==> src/rtl/int_entry.sv <==
// -----------------------------------------------------------------------------
// int_entry -- interrupt entry sequencer.
//
// Takes a latched FIQ/IRQ request at an instruction boundary and runs a fixed
// four-cycle entry sequence:
//   ACK    : one-cycle INTA_fiq / INTA_irq pulse
//   SAVE   : banked SPSR <- CPSR, banked LR <- Ret_addr + 4
//   SWITCH : CPSR <- new mode, IRQ (and FIQ) masked, Thumb cleared
//   JUMP   : PC <- exception vector, fetch flushed
// Stall is high for the whole sequence. FIQ wins over IRQ; a losing or
// blocked request is simply left pending at the request stage.
//
// Configuration macro:
//   INT_HIVEC_EN  defined   -> vector base 32'hFFFF0000
//                 undefined -> vector base 32'h00000000
//
// Ports:
//   clk, Rst_n            clock, asynchronous active-low reset
//   INT_irq, INT_fiq      latched requests
//   CPSR, Ret_addr        live status register, next-instruction address
//   Instr_boundary        pipeline may be interrupted this cycle
//   INTA_irq, INTA_fiq    acknowledge pulses
//   Stall                 pipeline freeze
//   SPSR_we/mode/data     banked SPSR write
//   LR_we/LR_data         banked LR write
//   CPSR_we/CPSR_new      CPSR write
//   PC_we/PC_vector/Flush fetch redirect
// All outputs are registered; data outputs are zero when their enable is low.
// -----------------------------------------------------------------------------
module int_entry (
    input  logic        clk,
    input  logic        Rst_n,
    input  logic        INT_irq,
    input  logic        INT_fiq,
    input  logic [31:0] CPSR,
    input  logic [31:0] Ret_addr,
    input  logic        Instr_boundary,
    output logic        INTA_irq,
    output logic        INTA_fiq,
    output logic        Stall,
    output logic        SPSR_we,
    output logic [4:0]  SPSR_mode,
    output logic [31:0] SPSR_data,
    output logic        LR_we,
    output logic [31:0] LR_data,
    output logic        CPSR_we,
    output logic [31:0] CPSR_new,
    output logic        PC_we,
    output logic [31:0] PC_vector,
    output logic        Flush
);

`ifdef INT_HIVEC_EN
    localparam logic [31:0] VEC_BASE = 32'hFFFF0000;
`else
    localparam logic [31:0] VEC_BASE = 32'h00000000;
`endif

    localparam logic [4:0] MODE_FIQ = 5'b10001;
    localparam logic [4:0] MODE_IRQ = 5'b10010;

    typedef enum logic [4:0] {
        IDLE   = 5'b00001,
        ACK    = 5'b00010,
        SAVE   = 5'b00100,
        SWITCH = 5'b01000,
        JUMP   = 5'b10000
    } state_t;

    state_t      state_q, state_d;
    logic        is_fiq_q, is_fiq_d;
    logic [31:0] cpsr_q, cpsr_d;
    logic [31:0] ret_q, ret_d;

    logic        inta_irq_q, inta_irq_d;
    logic        inta_fiq_q, inta_fiq_d;
    logic        stall_q, stall_d;
    logic        spsr_we_q, spsr_we_d;
    logic [4:0]  spsr_mode_q, spsr_mode_d;
    logic [31:0] spsr_data_q, spsr_data_d;
    logic        lr_we_q, lr_we_d;
    logic [31:0] lr_data_q, lr_data_d;
    logic        cpsr_we_q, cpsr_we_d;
    logic [31:0] cpsr_new_q, cpsr_new_d;
    logic        pc_we_q, pc_we_d;
    logic [31:0] pc_vector_q, pc_vector_d;
    logic        flush_q, flush_d;

    logic        take_fiq, take_irq;
    logic [4:0]  mode_d;

    assign take_fiq = INT_fiq && !CPSR[6];
    assign take_irq = INT_irq && !CPSR[7];

    // Next state and context latch
    always_comb begin
        state_d  = state_q;
        is_fiq_d = is_fiq_q;
        cpsr_d   = cpsr_q;
        ret_d    = ret_q;
        case (state_q)
            IDLE: begin
                if (Instr_boundary && (take_fiq || take_irq)) begin
                    state_d  = ACK;
                    is_fiq_d = take_fiq;
                    cpsr_d   = CPSR;
                    ret_d    = Ret_addr;
                end
            end
            ACK:     state_d = SAVE;
            SAVE:    state_d = SWITCH;
            SWITCH:  state_d = JUMP;
            JUMP:    state_d = IDLE;
            default: state_d = IDLE;
        endcase
    end

    // Outputs are decoded from the next state and latched context so that
    // the registered outputs line up with the state they belong to.
    always_comb begin
        mode_d      = is_fiq_d ? MODE_FIQ : MODE_IRQ;
        inta_irq_d  = 1'b0;
        inta_fiq_d  = 1'b0;
        stall_d     = 1'b0;
        spsr_we_d   = 1'b0;
        spsr_mode_d = '0;
        spsr_data_d = '0;
        lr_we_d     = 1'b0;
        lr_data_d   = '0;
        cpsr_we_d   = 1'b0;
        cpsr_new_d  = '0;
        pc_we_d     = 1'b0;
        pc_vector_d = '0;
        flush_d     = 1'b0;
        case (state_d)
            ACK: begin
                stall_d    = 1'b1;
                inta_fiq_d = is_fiq_d;
                inta_irq_d = !is_fiq_d;
            end
            SAVE: begin
                stall_d     = 1'b1;
                spsr_we_d   = 1'b1;
                spsr_mode_d = mode_d;
                spsr_data_d = cpsr_d;
                lr_we_d     = 1'b1;
                lr_data_d   = ret_d + 32'd4;
            end
            SWITCH: begin
                stall_d    = 1'b1;
                cpsr_we_d  = 1'b1;
                // I always set; F set only on FIQ entry; T cleared.
                cpsr_new_d = {cpsr_d[31:8], 1'b1, (is_fiq_d | cpsr_d[6]), 1'b0, mode_d};
            end
            JUMP: begin
                stall_d     = 1'b1;
                pc_we_d     = 1'b1;
                flush_d     = 1'b1;
                pc_vector_d = VEC_BASE + (is_fiq_d ? 32'h0000001C : 32'h00000018);
            end
            default: ;
        endcase
    end

    always_ff @(posedge clk or negedge Rst_n) begin
        if (!Rst_n) begin
            state_q     <= IDLE;
            is_fiq_q    <= 1'b0;
            cpsr_q      <= '0;
            ret_q       <= '0;
            inta_irq_q  <= 1'b0;
            inta_fiq_q  <= 1'b0;
            stall_q     <= 1'b0;
            spsr_we_q   <= 1'b0;
            spsr_mode_q <= '0;
            spsr_data_q <= '0;
            lr_we_q     <= 1'b0;
            lr_data_q   <= '0;
            cpsr_we_q   <= 1'b0;
            cpsr_new_q  <= '0;
            pc_we_q     <= 1'b0;
            pc_vector_q <= '0;
            flush_q     <= 1'b0;
        end else begin
            state_q     <= state_d;
            is_fiq_q    <= is_fiq_d;
            cpsr_q      <= cpsr_d;
            ret_q       <= ret_d;
            inta_irq_q  <= inta_irq_d;
            inta_fiq_q  <= inta_fiq_d;
            stall_q     <= stall_d;
            spsr_we_q   <= spsr_we_d;
            spsr_mode_q <= spsr_mode_d;
            spsr_data_q <= spsr_data_d;
            lr_we_q     <= lr_we_d;
            lr_data_q   <= lr_data_d;
            cpsr_we_q   <= cpsr_we_d;
            cpsr_new_q  <= cpsr_new_d;
            pc_we_q     <= pc_we_d;
            pc_vector_q <= pc_vector_d;
            flush_q     <= flush_d;
        end
    end

    assign INTA_irq  = inta_irq_q;
    assign INTA_fiq  = inta_fiq_q;
    assign Stall     = stall_q;
    assign SPSR_we   = spsr_we_q;
    assign SPSR_mode = spsr_mode_q;
    assign SPSR_data = spsr_data_q;
    assign LR_we     = lr_we_q;
    assign LR_data   = lr_data_q;
    assign CPSR_we   = cpsr_we_q;
    assign CPSR_new  = cpsr_new_q;
    assign PC_we     = pc_we_q;
    assign PC_vector = pc_vector_q;
    assign Flush     = flush_q;

endmodule

==> config.mk <==
export PLATFORM = sky130hd
export DESIGN_NAME = int_entry
export DESIGN_NICKNAME = d
export VERILOG_FILES = /design/src/rtl/int_entry.sv
export SDC_FILE = /design/constraint.sdc
export NUM_CORES = 1
export LEC_CHECK = 0
export BUFFER_PORTS_ARGS = -buffer_cell sky130_fd_sc_hd__buf_4
export CAP_MARGIN = 0
export CORE_AREA = 2 2 121 123
export DETAILED_ROUTE_END_ITERATION = 16
export DIE_AREA = 0 0 123 125
export GPL_TIMING_DRIVEN = 0
export PLACE_DENSITY = 0.89
export SETUP_SLACK_MARGIN = 0.15
export SYNTH_ARGS = -nofsm -noshare
export SYNTH_HDL_FRONTEND = slang
export SYNTH_SLANG_ARGS = --single-unit
==> constraint.sdc <==
create_clock -name clk -period 7.7 [get_ports clk]
set_input_delay 1.54 -clock clk [delete_from_list [all_inputs] [get_ports clk]]
set_output_delay 1.54 -clock clk [all_outputs]
set_load 0.02 [all_outputs]
== Word-level counts from Yosys, hierarchy flattened ==
Index checks and enable logic that the tools add are counted.
Word-level totals
  flip-flop bits (word level): 209
  output and inout port bits: 141
Operators by class
  add/sub/neg operators: 1
  equal/unequal tests: 8
  multiplexer cells: 21
  bitwise gates (word level): 1
  reduce and logical (&&, ||, !) cells: 8
Operators with widths (count)
  2-to-1 mux 32 bit: 7
  adder 32 x 3 -> 32 bit (second input constant): 1
  case mux 5 bit (4 select lines): 1
  2-to-1 mux 5 bit: 3
  == test 5 x 2 -> 1 bit (second input constant): 2
  == test 5 x 3 -> 1 bit (second input constant): 2
  == test 5 x 4 -> 1 bit (second input constant): 2
  2-to-1 mux 1 bit: 8
  == test 5 x 1 -> 1 bit (second input constant): 1
  == test 5 bit (second input constant): 1
  OR reduction 4 bit: 1
  logical AND 1 bit: 3
  zero test 1 bit: 3
  2-to-1 mux 3 bit: 1
  2-to-1 mux 2 bit: 1
  logical OR 1 bit: 1
  bitwise OR 1 bit: 1

== Logic depth before layout (Yosys ltp) ==
  depth in word-level cells: 9
  mapped depth: 15
  mapped depth without buffers: 12

== Least setup slack after synthesis ==
OpenSTA, ideal clock, no wires.
  path kind: input to register
  from: input port INT_fiq
  to: register lr_data_q[28], in the netlist LR_data[28]
  setup time: 78 ps
  data arrival time: 4676 ps
  data required time: 7622 ps
  path slack: 2945 ps
  cell stages on the path: 15
  path through: nor2b_1 -> o211ai_4 -> buf_6 -> buf_2 -> clkbuf_1 -> buf_2 -> nand2_1 -> nand2_1 -> ha_1 -> nand3_1 -> nor3_1 -> mux2i_1 -> or4_4 -> or3_1 -> a21oi_1
On the way
  longest elaborated chain between the ends: 7
  elaborated cells between the ends (all ways): 10
  those cells by class: add/sub: 1; eq/ne: 1; mux: 5; reduce/logical: 3
RTL lines
  start, declared: line 34  | input logic INT_fiq,
  logical AND 1 bit: line 92  | assign take_fiq = INT_fiq && !CPSR[6];
  logical OR 1 bit: line 103  | if (Instr_boundary && (take_fiq || take_irq)) begin
  logical AND 1 bit: line 103
  2-to-1 mux 32 bit: line 103
  2-to-1 mux 32 bit: line 101  | case (state_q)
  net ret_d[2]: line 73  | logic [31:0] ret_q, ret_d;
  adder 32 x 3 -> 32 bit: line 147  | lr_data_d = ret_d + 32'd4;
  2-to-1 mux 32 bit: line 135  | case (state_d)
  net lr_data_d[28]: line 82  | logic [31:0] lr_data_q, lr_data_d;
  end signal, assigned: line 196  | lr_data_q <= lr_data_d;
  end, declared: line 82
The timed path passes the listed nets, and every way through them passes these cells.

== Worst setup path after layout ==
Same ends and word-level chain as after synthesis.

==> reports/metrics.csv <==
stage;metric;value;unit
synth;synth_edf_count;0;
synth;ys_ff_latch;170;
die;ios;210;
die;initial_core_util;49.0;%
layout;fin_nets;960;
global_route;track_usage;23.8;%
setup_path;r2r_cells;14;
layout;final_core_util;65.2;%
sta;max_freq;188;MHz
setup_path;cp.required;8.04;ns
job;maxCapViolations;0;
placed_design;dp.cells;1055;
sta;worst_pin_slew;0.762;ns
setup_path;rr_startpoint;state_q[0];
setup_path;reg2reg_to;LR_data[28];
synth;synthCells;662;
synth;synthTopCellsByArea;dfrtp_1, nand2_1, mux2i_1;
power;seqPwrFrac;46.1;%
power;p_sw_share;28.7;%
run_status;outcome;complete, no violations;
clock_network;cts.repair.resized;0;
global_route;antenna_found_initial;0;
sta;whs;0.466;ns
sta;maxSlewViolCount;0;
drt;drc_errors;0;
layout;areaGrowthSynthToFinish;33.1;%
drt;ant_nets;0;
global_route;grt_max_degree;95;
synth;yosysTopAreaCellShare;60.8;%
setup_path;critPathLaunchType;primary input;
drt;wl_per_cell;16.3;um
global_route;first_global_vias;5621;
clock_network;htreeDepth;4;
die;die_x;123;um
hold_path;hold_path_class;register to register;
die;rows;44;
global_route;grt_pass1_wl;27.9;mm
sta;setup_tns;0;ns
sta;setup_ws;2.37;ns
setup_path;cp-end-kind;register;
power;p_int;1.64;mW
power;ir_drop;0.244;mV
placed_design;place_hpwl;12.7;mm
setup_path;startpoint;INT_fiq;
synth;synth_top_cell_by_area;dfrtp_1;
setup_path;cp_max_fo;10;
setup_path;ff2ff_setup_slack;3.31;ns
synth;syn_area;0.00696;mm2
placed_design;gp_congestion;0.901;
layout;design_area;0.00926;mm2
power;comb_power_share;16.1;%
clock_network;cts.reportedPaths.clkPinSlew;0.06;ns
sta;min_period_over_period;69.3;%
clock_network;postCtsHoldBufs;0;
global_route;grt_overflow;0;
clock_network;clk-insertion-delay-late;0.43;ns
synth;yosysWarnings;0;
placed_design;io_buffer_count;175;
setup_path;crit_end;LR_data[28];
synth;ys_seq_area_share;61.2;%
setup_path;arrival;5.67;ns
power;p_total;2.30;mW
synth;ys_dominant_reg_cell;dfrtp_1;
placed_design;pre_cts_slack;1.93;ns
clock_network;cts_num_sinks;170;
synth;avgSynthCellArea;10.5;um2
die;die_area;0.0154;mm2
clock_network;cts_buffers;17;
sta;rsz0062_at_grt;false;
synth;yosysMostFrequentCell;dfrtp_1;
drt;dr.first_iter.drc_count;500;
power;p_sw;0.660;mW
layout;antenna_cells;0;
layout;final_cells;1087;
synth;synth.distinct_cells;46;
power;p_leak;5.13;nW
layout;nFillCells;1122;
die;coreArea;0.0142;mm2
sta;finClkSkew;0.0109;ns
drt;drtPass1Iterations;5;
power;p_clk_share;37.9;%
setup_path;crit_type;primary input to register;
layout;drive_above_1_share;29.3;%
clock_network;cts_tree;built;
clock_network;cts_root_buf;clkbuf_16;
sta;slew_headroom;49.0;%
placed_design;placed_area;0.00866;mm2
synth;synth_commonest_cells;dfrtp_1, nand2_1, nor2_1, buf_4, inv_1;
drt;dr_total_vias;5515;
drt;vias_per_cell;5.07;
sta;final_hold_viol_count;0;
drt;routed_wl;17.8;mm
clock_network;cts_setup_buffers;0;
sta;final.min_clock_period;5.33;ns
power;p_per_area;248;mW/mm2
clock_network;clockBufferDepth;2;
synth;ys_async_sr_fraction;100;%
sta;setup_viol;0;
die;die_y;125;um
## flip-flops by register name, indices dropped and copies added, names as in the netlist
name / count
INTA_fiq: 1
PC_vector: 2
SPSR_mode: 3
is_fiq_q: 1
Stall: 1
state_q: 5
LR_data: 32
SPSR_data: 32
ret_q: 32
INTA_irq: 1
CPSR_new: 28
cpsr_q: 32
## how the worst min path moves through the flow
stage / from / to / slack (ns) / cells after the start
detailed placement: cpsr_q[4] / cpsr_q[4] / 0.45 / 2
floorplan: cpsr_q[0] / cpsr_q[0] / 0.43 / 2
global placement: cpsr_q[7] / cpsr_q[7] / 0.45 / 2
CTS: cpsr_q[4] / cpsr_q[4] / 0.47 / 2
global route: cpsr_q[2] / cpsr_q[2] / 0.49 / 2
finish: cpsr_q[0] / cpsr_q[0] / 0.47 / 2
## critical path, stage by stage
cell	delay, ns
buf_4	0.11
nor2b_1	0.18
o211ai_4	0.30
buf_6	0.22
buf_2	0.27
clkbuf_1	0.45
buf_2	0.41
nand2_1	0.09
nand2_1	0.11
ha_1	0.24
nand3_1	0.12
nor3_1	0.18
mux2i_1	0.28
or4_4	0.63
or3_1	0.39
a21oi_1	0.16
## power by group through the flow
stage	logic (mW)	clock network, mW	registers (mW)
2_1_floorplan	0.230	0	1.07
4_1_cts	0.370	0.880	1.06
3_5_place_dp	0.367	0	1.07
3_3_place_gp	0.350	0	1.07
5_1_grt	0.410	0.918	1.07
6_report	0.369	0.869	1.06
## layer usage
metal / global-route usage [%] / vias up / routed length (um)
met3: 9.67 / 43 / 1820
li1: - / 2542 / -
met1: 28.4 / 2635 / 6770
met5: 0 / - / 0
met2: 38.7 / 295 / 8820
met4: 8.56 / 0 / 345
## cell families after synthesis
family | share of synthesized area (%)
AO/OA/AOI/OAI | 3.15
XOR/XNOR | 1.89
adder cells (fa/ha/maj) | 0.180
buffers and inverters | 8.09
flip-flops | 61.2
multiplexers | 6.03
other | 0.0539
AND/OR/NAND/NOR | 19.4
## cell usage in the layout (no fill, tap or decap), types with 2 or more instances in the layout
master and instances:
buf_4 215, dfrtp_1 169, buf_1 3, a21oi_1 9, and3_1 16, and2_1 11, clkbuf_16 17, nand3b_1 2
o21ai_0 4, xor2_1 5, and4_1 5, inv_6 4, mux2_4 2, conb_1 34, mux2_2 2, nand4_1 11
mux2i_1 33, o2111ai_1 2, clkbuf_1 19, bufinv_16 2, xnor2_1 10, buf_2 4, clkinv_4 3, nor2_1 81
nand3_1 25, nor4_1 2, o21ai_1 4, o211ai_1 5, inv_1 38, nor2b_1 2, or4_1 4, nand2_1 121
inv_8 3, nor3_1 14, a31oi_1 3
## final cells by class
type / count / area, um2 / share of cell area, %
Sequential cell: 170 / 4260 / 45.9
Multi-Input combinational cell: 420 / 2260 / 24.4
Timing Repair Buffer: 176 / 1350 / 14.6
Clock buffer: 20 / 447 / 4.82
Buffer: 66 / 414 / 4.47
Tap cell: 184 / 230 / 2.49
Clock inverter: 12 / 155 / 1.68
Inverter: 39 / 149 / 1.61
Power figures use the tool's default switching activity.
